--- src/rtl/cpu_types_pkg.sv ---
// Shared CPU tile types: word type and instruction cache fill FSM state.
package cpu_types_pkg;
  localparam int WORD_W = 32;
  typedef logic [WORD_W-1:0] word_t;
  typedef enum logic {IDLE = 1'b0, FILL = 1'b1} icache_assoc_state_t;
endpackage

--- src/rtl/icache_victim_sel.sv ---
// Victim way for one set: lowest-index invalid way, else the set's round-robin pointer.
module icache_victim_sel #(
  parameter int NWAYS = 2,
  parameter int WAYW  = 1
) (
  input  logic [NWAYS-1:0] valid,
  input  logic [WAYW-1:0]  ptr,
  output logic [WAYW-1:0]  way,
  output logic             from_ptr
);
  // Scan high to low so the lowest invalid way is the last one written.
  always_comb begin
    way      = ptr;
    from_ptr = 1'b1;
    for (int w = NWAYS-1; w >= 0; w--) begin
      if (!valid[w]) begin
        way      = WAYW'(w);
        from_ptr = 1'b0;
      end
    end
  end
endmodule

--- src/rtl/icache_assoc.sv ---
// N-way set-associative instruction cache, same-cycle hits, word-by-word block fill.
// Define ICACHE_STATS_EN to build the saturating hit/miss counters.
module icache_assoc
  import cpu_types_pkg::*;
#(
  parameter int CPUID = 0,
  parameter int NSETS = 8,
  parameter int NWAYS = 2,
  parameter int WPB   = 2
) (
  input  logic  clk,
  input  logic  nRST,
  input  logic  imemREN,
  input  word_t imemaddr,
  input  logic  iflush,
  output logic  ihit,
  output word_t imemload,
  output logic  iREN,
  output word_t iaddr,
  input  logic  iwait,
  input  word_t iload,
  output word_t hit_count,
  output word_t miss_count
);
  localparam int BOB  = $clog2(WPB);
  localparam int IDXW = $clog2(NSETS);
  localparam int TAGW = 30 - BOB - IDXW;
  localparam int WAYW = (NWAYS > 1) ? $clog2(NWAYS) : 1;
  localparam int KW   = (WPB > 1) ? BOB : 1;

  if (CPUID < 0 || NSETS < 2 || (NSETS & (NSETS-1)) != 0 || NWAYS < 1 ||
      (NWAYS & (NWAYS-1)) != 0 || WPB < 1 || (WPB & (WPB-1)) != 0) begin : g_bad_param
    $error("icache_assoc: illegal parameters");
  end

  icache_assoc_state_t state;
  logic [NSETS-1:0][NWAYS-1:0] valid;
  logic [NSETS-1:0][WAYW-1:0]  rr_ptr;
  logic [TAGW-1:0] tags [NSETS][NWAYS];
  word_t           data [NSETS][NWAYS][WPB];

  logic [TAGW-1:0]  req_tag, fill_tag;
  logic [IDXW-1:0]  req_idx, fill_idx;
  logic [KW-1:0]    req_off, k;
  logic [WAYW-1:0]  vic_way, fill_way;
  logic             vic_from_ptr, fill_from_ptr;
  logic [NWAYS-1:0] match;
  word_t            hit_word;
  logic             lookup_hit, miss_start, word_done, fill_done;

  // Shift/mask split keeps WPB=1 (no block offset bits) legal.
  assign req_tag = TAGW'(imemaddr >> (2 + BOB + IDXW));
  assign req_idx = IDXW'(imemaddr >> (2 + BOB));
  assign req_off = KW'((imemaddr >> 2) & word_t'(WPB - 1));

  for (genvar w = 0; w < NWAYS; w++) begin : g_way
    assign match[w] = valid[req_idx][w] && (tags[req_idx][w] == req_tag);
  end

  always_comb begin
    hit_word = '0;
    for (int w = 0; w < NWAYS; w++)
      if (match[w]) hit_word = hit_word | data[req_idx][w][req_off];
  end

  assign lookup_hit = |match;
  assign ihit       = (state == IDLE) && imemREN && lookup_hit && !iflush;
  assign imemload   = (state == IDLE && lookup_hit) ? hit_word : '0;
  assign iREN       = (state == FILL);
  assign miss_start = (state == IDLE) && imemREN && !lookup_hit && !iflush;
  assign word_done  = (state == FILL) && !iwait && !iflush;
  assign fill_done  = word_done && (k == KW'(WPB - 1));

  icache_victim_sel #(.NWAYS(NWAYS), .WAYW(WAYW)) u_victim (
    .valid    (valid[req_idx]),
    .ptr      (rr_ptr[req_idx]),
    .way      (vic_way),
    .from_ptr (vic_from_ptr)
  );

  always_ff @(posedge clk or negedge nRST) begin
    if (!nRST) begin
      state         <= IDLE;
      valid         <= '0;
      rr_ptr        <= '0;
      iaddr         <= '0;
      k             <= '0;
      fill_tag      <= '0;
      fill_idx      <= '0;
      fill_way      <= '0;
      fill_from_ptr <= 1'b0;
    end else if (iflush) begin
      state  <= IDLE;
      valid  <= '0;
      rr_ptr <= '0;
    end else if (miss_start) begin
      state         <= FILL;
      fill_tag      <= req_tag;
      fill_idx      <= req_idx;
      fill_way      <= vic_way;
      fill_from_ptr <= vic_from_ptr;
      k             <= '0;
      iaddr         <= imemaddr & ~word_t'(4*WPB - 1);
    end else if (word_done) begin
      if (fill_done) begin
        state                     <= IDLE;
        valid[fill_idx][fill_way] <= 1'b1;
        // Only a pointer-chosen victim rotates; filling an empty way leaves it.
        if (fill_from_ptr)
          rr_ptr[fill_idx] <= (rr_ptr[fill_idx] == WAYW'(NWAYS-1)) ? '0 : rr_ptr[fill_idx] + 1'b1;
      end else begin
        k     <= k + 1'b1;
        iaddr <= iaddr + 32'd4;
      end
    end
  end

  always_ff @(posedge clk) begin
    if (word_done) begin
      data[fill_idx][fill_way][k] <= iload;
      if (fill_done) tags[fill_idx][fill_way] <= fill_tag;
    end
  end

`ifdef ICACHE_STATS_EN
  always_ff @(posedge clk or negedge nRST) begin
    if (!nRST) begin
      hit_count  <= '0;
      miss_count <= '0;
    end else begin
      if (ihit && hit_count != '1)        hit_count  <= hit_count + 32'd1;
      if (miss_start && miss_count != '1) miss_count <= miss_count + 32'd1;
    end
  end
`else
  assign hit_count  = '0;
  assign miss_count = '0;
`endif
endmodule

--- config.mk ---
export PLATFORM = sky130hd
export DESIGN_NAME = icache_assoc
export DESIGN_NICKNAME = d
export VERILOG_FILES = /design/src/rtl/cpu_types_pkg.sv /design/src/rtl/icache_victim_sel.sv /design/src/rtl/icache_assoc.sv
export SDC_FILE = /design/constraint.sdc
export NUM_CORES = 1
export LEC_CHECK = 0
export ABC_AREA = 0
export CAP_MARGIN = 15
export CORE_MARGIN = 5
export CORE_UTILIZATION = 61
export DETAILED_ROUTE_END_ITERATION = 12
export GPL_TIMING_DRIVEN = 1
export PLACE_DENSITY = 0.79
export REMOVE_ABC_BUFFERS = 1
export SETUP_SLACK_MARGIN = 0.2
export SLEW_MARGIN = 20
export SYNTH_ARGS = -nofsm -noshare
export SYNTH_HDL_FRONTEND = slang
export SYNTH_SLANG_ARGS = --single-unit
--- constraint.sdc ---
create_clock -name clk -period 6.1 [get_ports clk]
set_input_delay 1.22 -clock clk [delete_from_list [all_inputs] [get_ports clk]]
set_output_delay 1.22 -clock clk [all_outputs]
set_load 0.005 [all_outputs]
# Yosys cells after proc, flatten, opt, wreduce, memory -nomap -nowiden
# Memories as Yosys holds them, arrays and structs flattened.
# Index checks and enable logic that the tools add are counted.
# word_totals
regBits	89
latch_bits	0
mem_bits_rw	1440
mem_bits_ro	0
input_bits	69
out_inout_bits	130
elab_cells	136
memories	2
# memory_table
memory	depth	word_bits	rd	rd_ports_with_merged_regs	wr	line	text
data	8	128	1	0	1	icache_assoc.sv:40	word_t data [NSETS][NWAYS][WPB];
tags	8	52	1	0	1	icache_assoc.sv:39	logic [TAGW-1:0] tags [NSETS][NWAYS];
# classes
n_addsub	3
n_mul	0
n_div	0
magnitude_cmp	10
eq_ne	4
shift	0
n_mux	57
bitwise	7
reduce_logical	30
# ops
op	count
two-way mux 32 bit	13
two-way mux 128 bit	1
demux 64 bit (select 1 bit)	1
two-way mux 16 bit	4
two-way mux 64 bit	1
equality test 26 bit	2
two-way mux 52 bit	1
two-way mux 8 bit	5
adder 32 x 3 -> 32 bit (second input constant)	1
demux 32 bit (select 1 bit)	1
OR 32 bit	1
demux 26 bit (select 1 bit)	1
two-way mux 26 bit	1
two-way mux 1 bit	19
OR 16 bit	1
logical AND 1 bit	15
bitwise mux 8 bit	1
less-than comparator 3 x 4 -> 1 bit (second input constant)	2
nonzero test 2 bit	4
binary-select mux 1 bit (select 3 bit)	2
binary-select mux 2 bit (select 3 bit)	1
demux 2 bit (select 3 bit)	1
greater-or-equal comparator 2 bit (second input constant)	3
inverter 1 -> 2 bit	3
other kinds (16)	26

# Longest topological paths before layout
# Gate-level depths: netlist of run 1.
# logic_depth
word_depth	11
mapped_depth	14
ltp_nobuf	9

# By module
# From an unflattened synthesis of run 1, not the netlist that was laid out.
# hier_totals
cells_unflattened	2780
area_unflattened_um2	60138.9
# modules_own_cells
module	n_inst	cells_each	area_per_inst_um2
icache_assoc	1	2777	60121.4
icache_victim_sel	1	3	17.5

# Least setup slack after synthesis of run 1
# Ideal clock, no wire load.
# synth_timing
path_type	in2out
start	input imemaddr[3]
end	output imemload[0]
t_arrival_ps	3966
t_required_ps	4880
slack_ps	914
path_stages	10
n_path_buf	6
cell_sequence	buf_2 -> buf_6 -> buf_2 -> buf_2 -> clkbuf_1 -> buf_1 -> mux4_2 -> mux4_2 -> nand2b_1 -> a21oi_1
# synth_between
elab_chain_cells	8
word_cells_on_any_way	20
cone_classes	eq/ne (2); mux (11); bitwise (1); reduce/logical (4); memory (2)
# synth_lines
element	line	text
start: declaration	icache_assoc.sv:14	input word_t imemaddr,
parallel branches: the longest is 7 deep, another holds memory read (8 x 52 bit)	-	
two-way mux 32 bit *	icache_assoc.sv:68	assign imemload = (state == IDLE && lookup_hit) ? hit_word : '0;
end: declaration	icache_assoc.sv:17	output word_t imemload,
# Mark *: on every way between the ends. The select of a mux whose other input is x is not followed.

# Worst setup path in the final report of run 1
# layout_timing
start	input imemaddr[3]
end	output imemload[25]
# The elaborated chain is that of the path after synthesis.

==> impl_metrics.csv, run 1 <==
group,metric,value,unit
synth,synth.avg_cell_area,21.0,µm²
critical_path,worst-path-stages,14,
synth,synthFlopType,"edfxtp_1",
detailed_routing,first_pass_iters,5,
critical_path,critPathBufInv,6,
cts,clk_pin_slew_worst_paths,0.06,ns
global_route,grt_pass1_wl,226000,µm
global_route,first_global_vias,32224,
cts,cts.sink_count,1527,
sta,finalCriticalPeriod,6.03,ns
final_layout,drive_gt1_frac,0.263,
detailed_routing,routed-via-count,31510,
global_route,antenna_found_initial,6,
critical_path,cp_max_fo,10,
pwr,leakage,23.0,nW
critical_path,reg2reg_to,"fill_tag[3]$_DFFE_PN0P_",
critical_path,cp_top_family,"buffers and inverters",
floorplan,core_area,98300,µm²
critical_path,worstPathCellList,"bufbuf_16, nor2b_4, buf_4, a22o_1, a221oi_1, xnor2_1, nand4_1, or4_4, buf_4, clkbuf_16, buf_4, nand2b_1, a21oi_2, dlygate4sd2_1",
floorplan,die_x,324,µm
cts,htree_levels,4,
placement,dp_cells,4281,
sta,fmaxAchievable,166,MHz
cts,clk_root_buffer_cell,"clkbuf_16",
critical_path,slowest_delay,0.60,ns
floorplan,boundaryPins,199,
floorplan,rows,115,
synth,synth-seq-area-share,0.754,
synth,yosys.area.top_type_share,0.718,
detailed_routing,routedWlPerCell,35.5,µm
critical_path,r2r_start,"tags[2][13]$_DFFE_PP_",
global_route,grt_max_degree,138,
placement,io_buffers,130,
placement,routabilityCongestion,0.825,
sta,slew_violations,0,
sta,final_hold_viol_count,0,
pwr,peakVddDrop,0.295,mV
critical_path,cpMostUsedCell,"buf_4",
detailed_routing,drc,0,
critical_path,r2r_cells,11,
floorplan,die_h,324,µm
global_route,gr-total-overflow,0,
cts,tritoncts,"yes",
pwr,total_power,0.0227,W
sta,slew_headroom,0.234,
critical_path,crit_start,"imemaddr[3]",
detailed_routing,drt_iter0_drc,4734,
synth,synth_top_cell_by_area,"edfxtp_1",
floorplan,initial_utilization,0.613,
placement,hpwl,79700,µm
critical_path,path_class,"input pin to output pin",
worst_hold_path,hp-class,"input pin to async pin",
sta,setup_viol,0,
cts,cts.path.max_buffers,3,
synth,synth_area_leaders,"edfxtp_1 72%, mux4_2 14%, dfrtp_1 3.6%",
critical_path,reg2reg_slack,2.17,ns
detailed_routing,wirelength,162000,µm
sta,rsz0062_at_grt,"true",
critical_path,required,4.88,ns
sta,finalCritPeriodShare,0.988,
final_layout,nNetsFinal,3228,
critical_path,cp-endpoint,"imemload[25]",
critical_path,slowest_stage,"or4_4",
critical_path,start_kind,"input pin",
detailed_routing,via_per_inst,6.91,
floorplan,die-area,105000,µm²
final_layout,area_growth,15.2,%
final_layout,final_cells,4562,
pwr,p_per_area,326,nW/µm²
synth,ys_types,57,
synth,ys_warn_count,0,
cts,clkLatencyLatePin,0.77,ns
global_route,track_usage,0.304,
sta,worst_pin_slew,1.15,ns
synth,async_flop_share,0.0570,
sta,fin_worst_skew,0.0454,ns
synth,synth_seq_cells,1527,
synth,synth_edf_count,1440,
critical_path,crit_path_end_kind,"output pin",
synth,netlist_area,60200,µm²
synth,synth_cells,2868,
cts,cts_buffers,147,
status,status,"completed",
run,max_cap_viol_count,0,
detailed_routing,route.antenna.remaining_nets,0,
critical_path,worstPathArrival,4.81,ns
-- where the power goes --
group	internal [W]	switching, W
registers	0.0118	0.000267
logic	0.000624	0.000716
clock network	0.00535	0.00396
-- metrics by stage --
step / TNS [ns] / hold slack [ns] / cell area, µm² / util / setup WS, ns
final: 0 / 0.446 / 69400 / 0.706 / 0.0742
after global routing: 0 / 0.470 / 69400 / 0.706 / 0.0115
after CTS: 0 / 0.427 / 69200 / 0.705 / 0.0891
after detailed placement: -2.60 / 0.490 / 64000 / 0.651 / -0.161
after global placement: -2.66 / 0.473 / 64000 / 0.651 / -0.165
after floorplan: -0.0630 / 0.461 / 59300 / - / -0.0315
-- sequential cells by signal, summed over array words and instances (netlist names) --
name and count:
fill_tag 26, data 1024, valid 16, fill_idx 3, k 1, iREN 1
tags 416, fill_way 1, rr_ptr 8, iaddr 30, fill_from_ptr 1
-- cell usage in the layout (no fill, tap or decap), types with 7 or more instances in the layout --
cell and count:
clkdlybuf4s50_1 108, and3_1 21, clkinv_2 20, edfxtp_1 1440, clkbuf_1 28, buf_6 10
clkinv_1 31, xnor2_1 34, mux4_2 363, buf_4 126, mux2_4 27, a21o_1 10
nand4_1 19, a22oi_1 49, dlymetal6s2s_1 8, mux2i_1 154, buf_12 22, clkbuf_16 153
a21oi_1 41, a21oi_2 16, dfrtp_1 86, a221oi_1 10, xor2_1 7, nor2_4 48
conb_1 66, nand3_1 24, nor2_1 51, o211ai_1 8, buf_16 7, dlygate4sd2_1 7
o21ai_0 23, bufinv_16 17, inv_1 14, nand2_1 30, a22o_1 17, nand2b_1 65
-- final cells by class --
cell class	instances	area (µm²)
fillers	5429	28900
clock buffers	184	3950
well taps	1287	1610
diodes	3	7.51
inverters	14	52.6
clock inverters	79	963
flip-flops and latches	1527	45400
repair buffers	297	3120
multi-input cells	1171	14300
-- synth_stat cells (6+ instances only) --
library cell / number
buf_6: 9
o211ai_1: 8
nor3_1: 6
a21oi_1: 57
and3_1: 22
mux4_2: 363
xor2_1: 7
buf_1: 31
a22oi_1: 49
nand3_1: 25
nand2b_1: 65
nor2_1: 100
edfxtp_1: 1440
o21ai_0: 23
nand2_1: 30
a22o_1: 17
a21o_1: 10
inv_1: 14
nor3b_1: 7
or2_2: 6
mux2_4: 27
dfrtp_1: 87
clkbuf_1: 78
buf_4: 75
buf_2: 28
a221oi_1: 10
xnor2_1: 34
o22a_1: 6
nand4_1: 19
mux2i_1: 157
-- repair_timing --
| item | CTS | global route |
|---|---|---|
| gates resized for setup | 50 | 21 |
| gates cloned | 5 | 2 |
| hold buffers | 0 | 0 |
| setup buffers | 1 | 7 |
| pin swaps | 5 | 0 |
| setup endpoints to repair | 33 | 26 |
-- metal layers --
metal / track usage / wire length [µm]
met1: 0.396 / 53500
met2: 0.518 / 83000
met3: 0.0599 / 18100
met4: 0.115 / 7050
met5: 0 / 32
-- how the worst min path moves through the flow --
stage | from | to | slack [ns] | cells past startpoint
after floorplan | valid[12]$_DFFE_PN0P_ | valid[12]$_DFFE_PN0P_ | 0.46 | 2
after global placement | valid[15]$_DFFE_PN0P_ | valid[15]$_DFFE_PN0P_ | 0.47 | 2
after detailed placement | valid[3]$_DFFE_PN0P_ | valid[3]$_DFFE_PN0P_ | 0.49 | 2
after CTS | nRST | fill_tag[10]$_DFFE_PN0P_ | 0.43 | 1
after global routing | nRST | fill_tag[4]$_DFFE_PN0P_ | 0.47 | 1
final | nRST | fill_tag[7]$_DFFE_PN0P_ | 0.45 | 1
-- kinds of logic (layout without fill, tap and decap cells) --
| logic type | Yosys count | in the layout | share of synthesized area |
|---|---|---|---|
| DFF | 1527 | 1527 | 0.754 |
| muxes | 555 | 555 | 0.170 |
| and+or+nand+nor | 308 | 308 | 0.0265 |
| buffers and inverters | 235 | 574 | 0.0210 |
| AOI/OAI and AO/OA | 200 | 200 | 0.0224 |
| xor gates and xnor gates | 41 | 41 | 0.00596 |
| adders and majority gates | 1 | 1 | 0.000208 |
| other | 1 | 69 | 0.0000622 |
Power figures use the tool's default switching activity.
==> run 2, diff against run 1 <==
--- a/config.mk
+++ b/config.mk
@@ -11,7 +11,7 @@
 export CORE_UTILIZATION = 61
 export DETAILED_ROUTE_END_ITERATION = 12
 export GPL_TIMING_DRIVEN = 1
-export PLACE_DENSITY = 0.79
+export PLACE_DENSITY = 0.8
 export REMOVE_ABC_BUFFERS = 1
 export SETUP_SLACK_MARGIN = 0.2
 export SLEW_MARGIN = 20
==> run 2 against run 1 <==
Net effect: sequential cell count is the same; largest cell class unchanged; combinational power is essentially flat; sequential share of layout area shrank 0.17 points; utilization grew 0.18 points; design area grew 0.26%; the flow now finishes with violations (setup timing); clock power shrank 2.5%; die area is the same; critical endpoint is now imemload[22].
==> impl_metrics.csv, run 2 (same netlist as run 1, synthesis figures left out) <==
group,metric,value,unit
final_layout,drive_gt1_frac,0.276,
cts,cts_buffers,147,
pwr,combPwrFrac,0.061,
detailed_routing,via_per_inst,6.88,
critical_path,start_kind,"input pin",
final_layout,fillers,5420,
worst_hold_path,hp-class,"input pin to async pin",
pwr,p_per_area,323,nW/µm²
detailed_routing,routed-via-count,31553,
floorplan,die_h,324,µm
final_layout,final_util,0.708,
placement,routabilityCongestion,0.815,
final_layout,multi_input_area,14400,µm²
critical_path,required,4.88,ns
final_layout,reg.largest.list,"data: 1024 flops, tags: 416 flops, iaddr: 30 flops",
detailed_routing,route.antenna.remaining_nets,0,
floorplan,core_area,98300,µm²
cts,holdBufCountCts,0,
critical_path,path_class,"input pin to output pin",
status,status,"finished with violations",
global_route,antenna_found_initial,10,
critical_path,crit_path_end_kind,"output pin",
floorplan,initial_utilization,0.613,
cts,clk_pin_slew_worst_paths,0.06,ns
run,max_cap_viol_count,0,
detailed_routing,drc,0,
global_route,grt_max_degree,108,
final_layout,nNetsFinal,3242,
placement,io_buffers,130,
final_layout,register_area,45400,µm²
status,violations,"setup timing",
sta,fin_worst_skew,0.0443,ns
global_route,track_usage,0.303,
cts,htree_levels,4,
sta,finalCriticalPeriod,6.14,ns
floorplan,die-area,105000,µm²
sta,setup_slack,-0.0356,ns
cts,cts.sink_count,1527,
pwr,total_power,0.0225,W
detailed_routing,wirelength,159000,µm
global_route,first_global_vias,32507,
final_layout,largest_reg_flops,1024,
pwr,leakage,23.1,nW
critical_path,worstPathArrival,4.92,ns
sta,slew_violations,0,
global_route,grt_pass1_wl,226000,µm
final_layout,final_common_cell,"edfxtp_1",
cts,tritoncts,"yes",
detailed_routing,drt_iter0_drc,4656,
floorplan,boundaryPins,199,
sta,finalCritPeriodShare,1.01,
placement,hpwl,81600,µm
floorplan,rows,115,
cts,clk_root_buffer_cell,"clkbuf_16",
final_layout,largest_register,"data",
pwr,internal_power,0.0175,W
cts,cts.path.max_buffers,3,
pwr,power_frac_seq,0.535,
sta,worst_pin_slew,1.32,ns
final_layout,layout_common_cells,"1440 x edfxtp_1, 363 x mux4_2, 152 x mux2i_1",
detailed_routing,first_pass_iters,6,
floorplan,die_x,324,µm
pwr,peakVddDrop,0.273,mV
sta,final_hold_viol_count,0,
pwr,swShare,0.223,
sta,rsz0062_at_grt,"true",
pwr,power_switching,0.00502,W
pwr,clkPwrFrac,0.404,
global_route,gr-total-overflow,0,
detailed_routing,routedWlPerCell,34.7,µm
final_layout,area_growth,15.5,%
sta,slew_headroom,0.117,
critical_path,cp_max_fo,22,
cts,clkLatencyLatePin,0.79,ns
sta,fmaxAchievable,163,MHz
sta,setup_viol,1,
run 2: per-layer routing:
metal,up-vias,part of all wire,global-route usage
met5,-,0.00035,0
li1,12343,-,-
met3,443,0.12,0.0743
met4,8,0.043,0.122
met1,16263,0.34,0.395
met2,2496,0.51,0.503
run 2: power groups by stage:
stage	Combinational (W)	Clock (W)	Sequential (W)
4_1_cts	0.00135	0.00909	0.0120
6_report	0.00137	0.00908	0.0120
3_5_place_dp	0.00129	0	0.0122
3_3_place_gp	0.00124	0	0.0122
2_1_floorplan	0.000606	0	0.0121
5_1_grt	0.00144	0.00963	0.0121
run 2: through the flow:
step	std cells	hold WS, ns	cell area (µm²)	setup WS (ns)	TNS (ns)
floorplan	2712	0.461	59300	-0.0315	-0.0630
global placement	4295	0.473	64300	-0.112	-1.56
detailed placement	4295	0.487	64300	-0.158	-2.28
CTS	4575	0.394	69400	0.0704	0
global route	4582	0.426	69600	0.00235	0
finish	4587	0.406	69600	-0.0356	-0.0356
run 2: worst paths after layout:
path / startpoint / end / slack, ns / depth (start not counted)
min in group clk: valid[12]$_DFFE_PN0P_ / valid[12]$_DFFE_PN0P_ / 0.51 / 2
worst min-delay path: nRST / fill_tag[23]$_DFFE_PN0P_ / 0.41 / 1
worst max register to register: iREN$_DFFE_PN0P_ / iaddr[30]$_DFFE_PN0P_ / 2.18 / 8
worst min register to register: valid[12]$_DFFE_PN0P_ / valid[12]$_DFFE_PN0P_ / 0.51 / 2
max in group asynchronous: nRST / iREN$_DFFE_PN0P_ / 4.36 / 2
worst max-delay path: imemaddr[5] / imemload[22] / -0.04 / 13
run 2: worst max-delay path: stages:
cell,delay (ns)
buf_12,0.14
mux2i_1,0.14
mux4_2,0.47
o21a_1,0.20
a2111oi_2,0.34
buf_4,0.18
nand4_1,0.11
or4_4,0.69
buf_6,0.18
buf_16,0.16
nand2b_1,0.16
a21oi_1,0.28
clkdlybuf4s50_1,0.59
run 2: area by class of cell:
cell class / instances / area share
antenna: 8 / 0.000288
inverter: 14 / 0.000755
tap: 1287 / 0.0231
clock inverter: 81 / 0.0117
clock buffer: 188 / 0.0568
multi-input combinational: 1171 / 0.207
sequential: 1527 / 0.653
timing repair buffer: 311 / 0.0474
run 2: what timing repair did:
action,in CTS,in global routing
pin swaps,7,13
gates cloned,5,0
setup endpoints to repair,33,26
buffers inserted,6,3
gates resized for setup,50,39
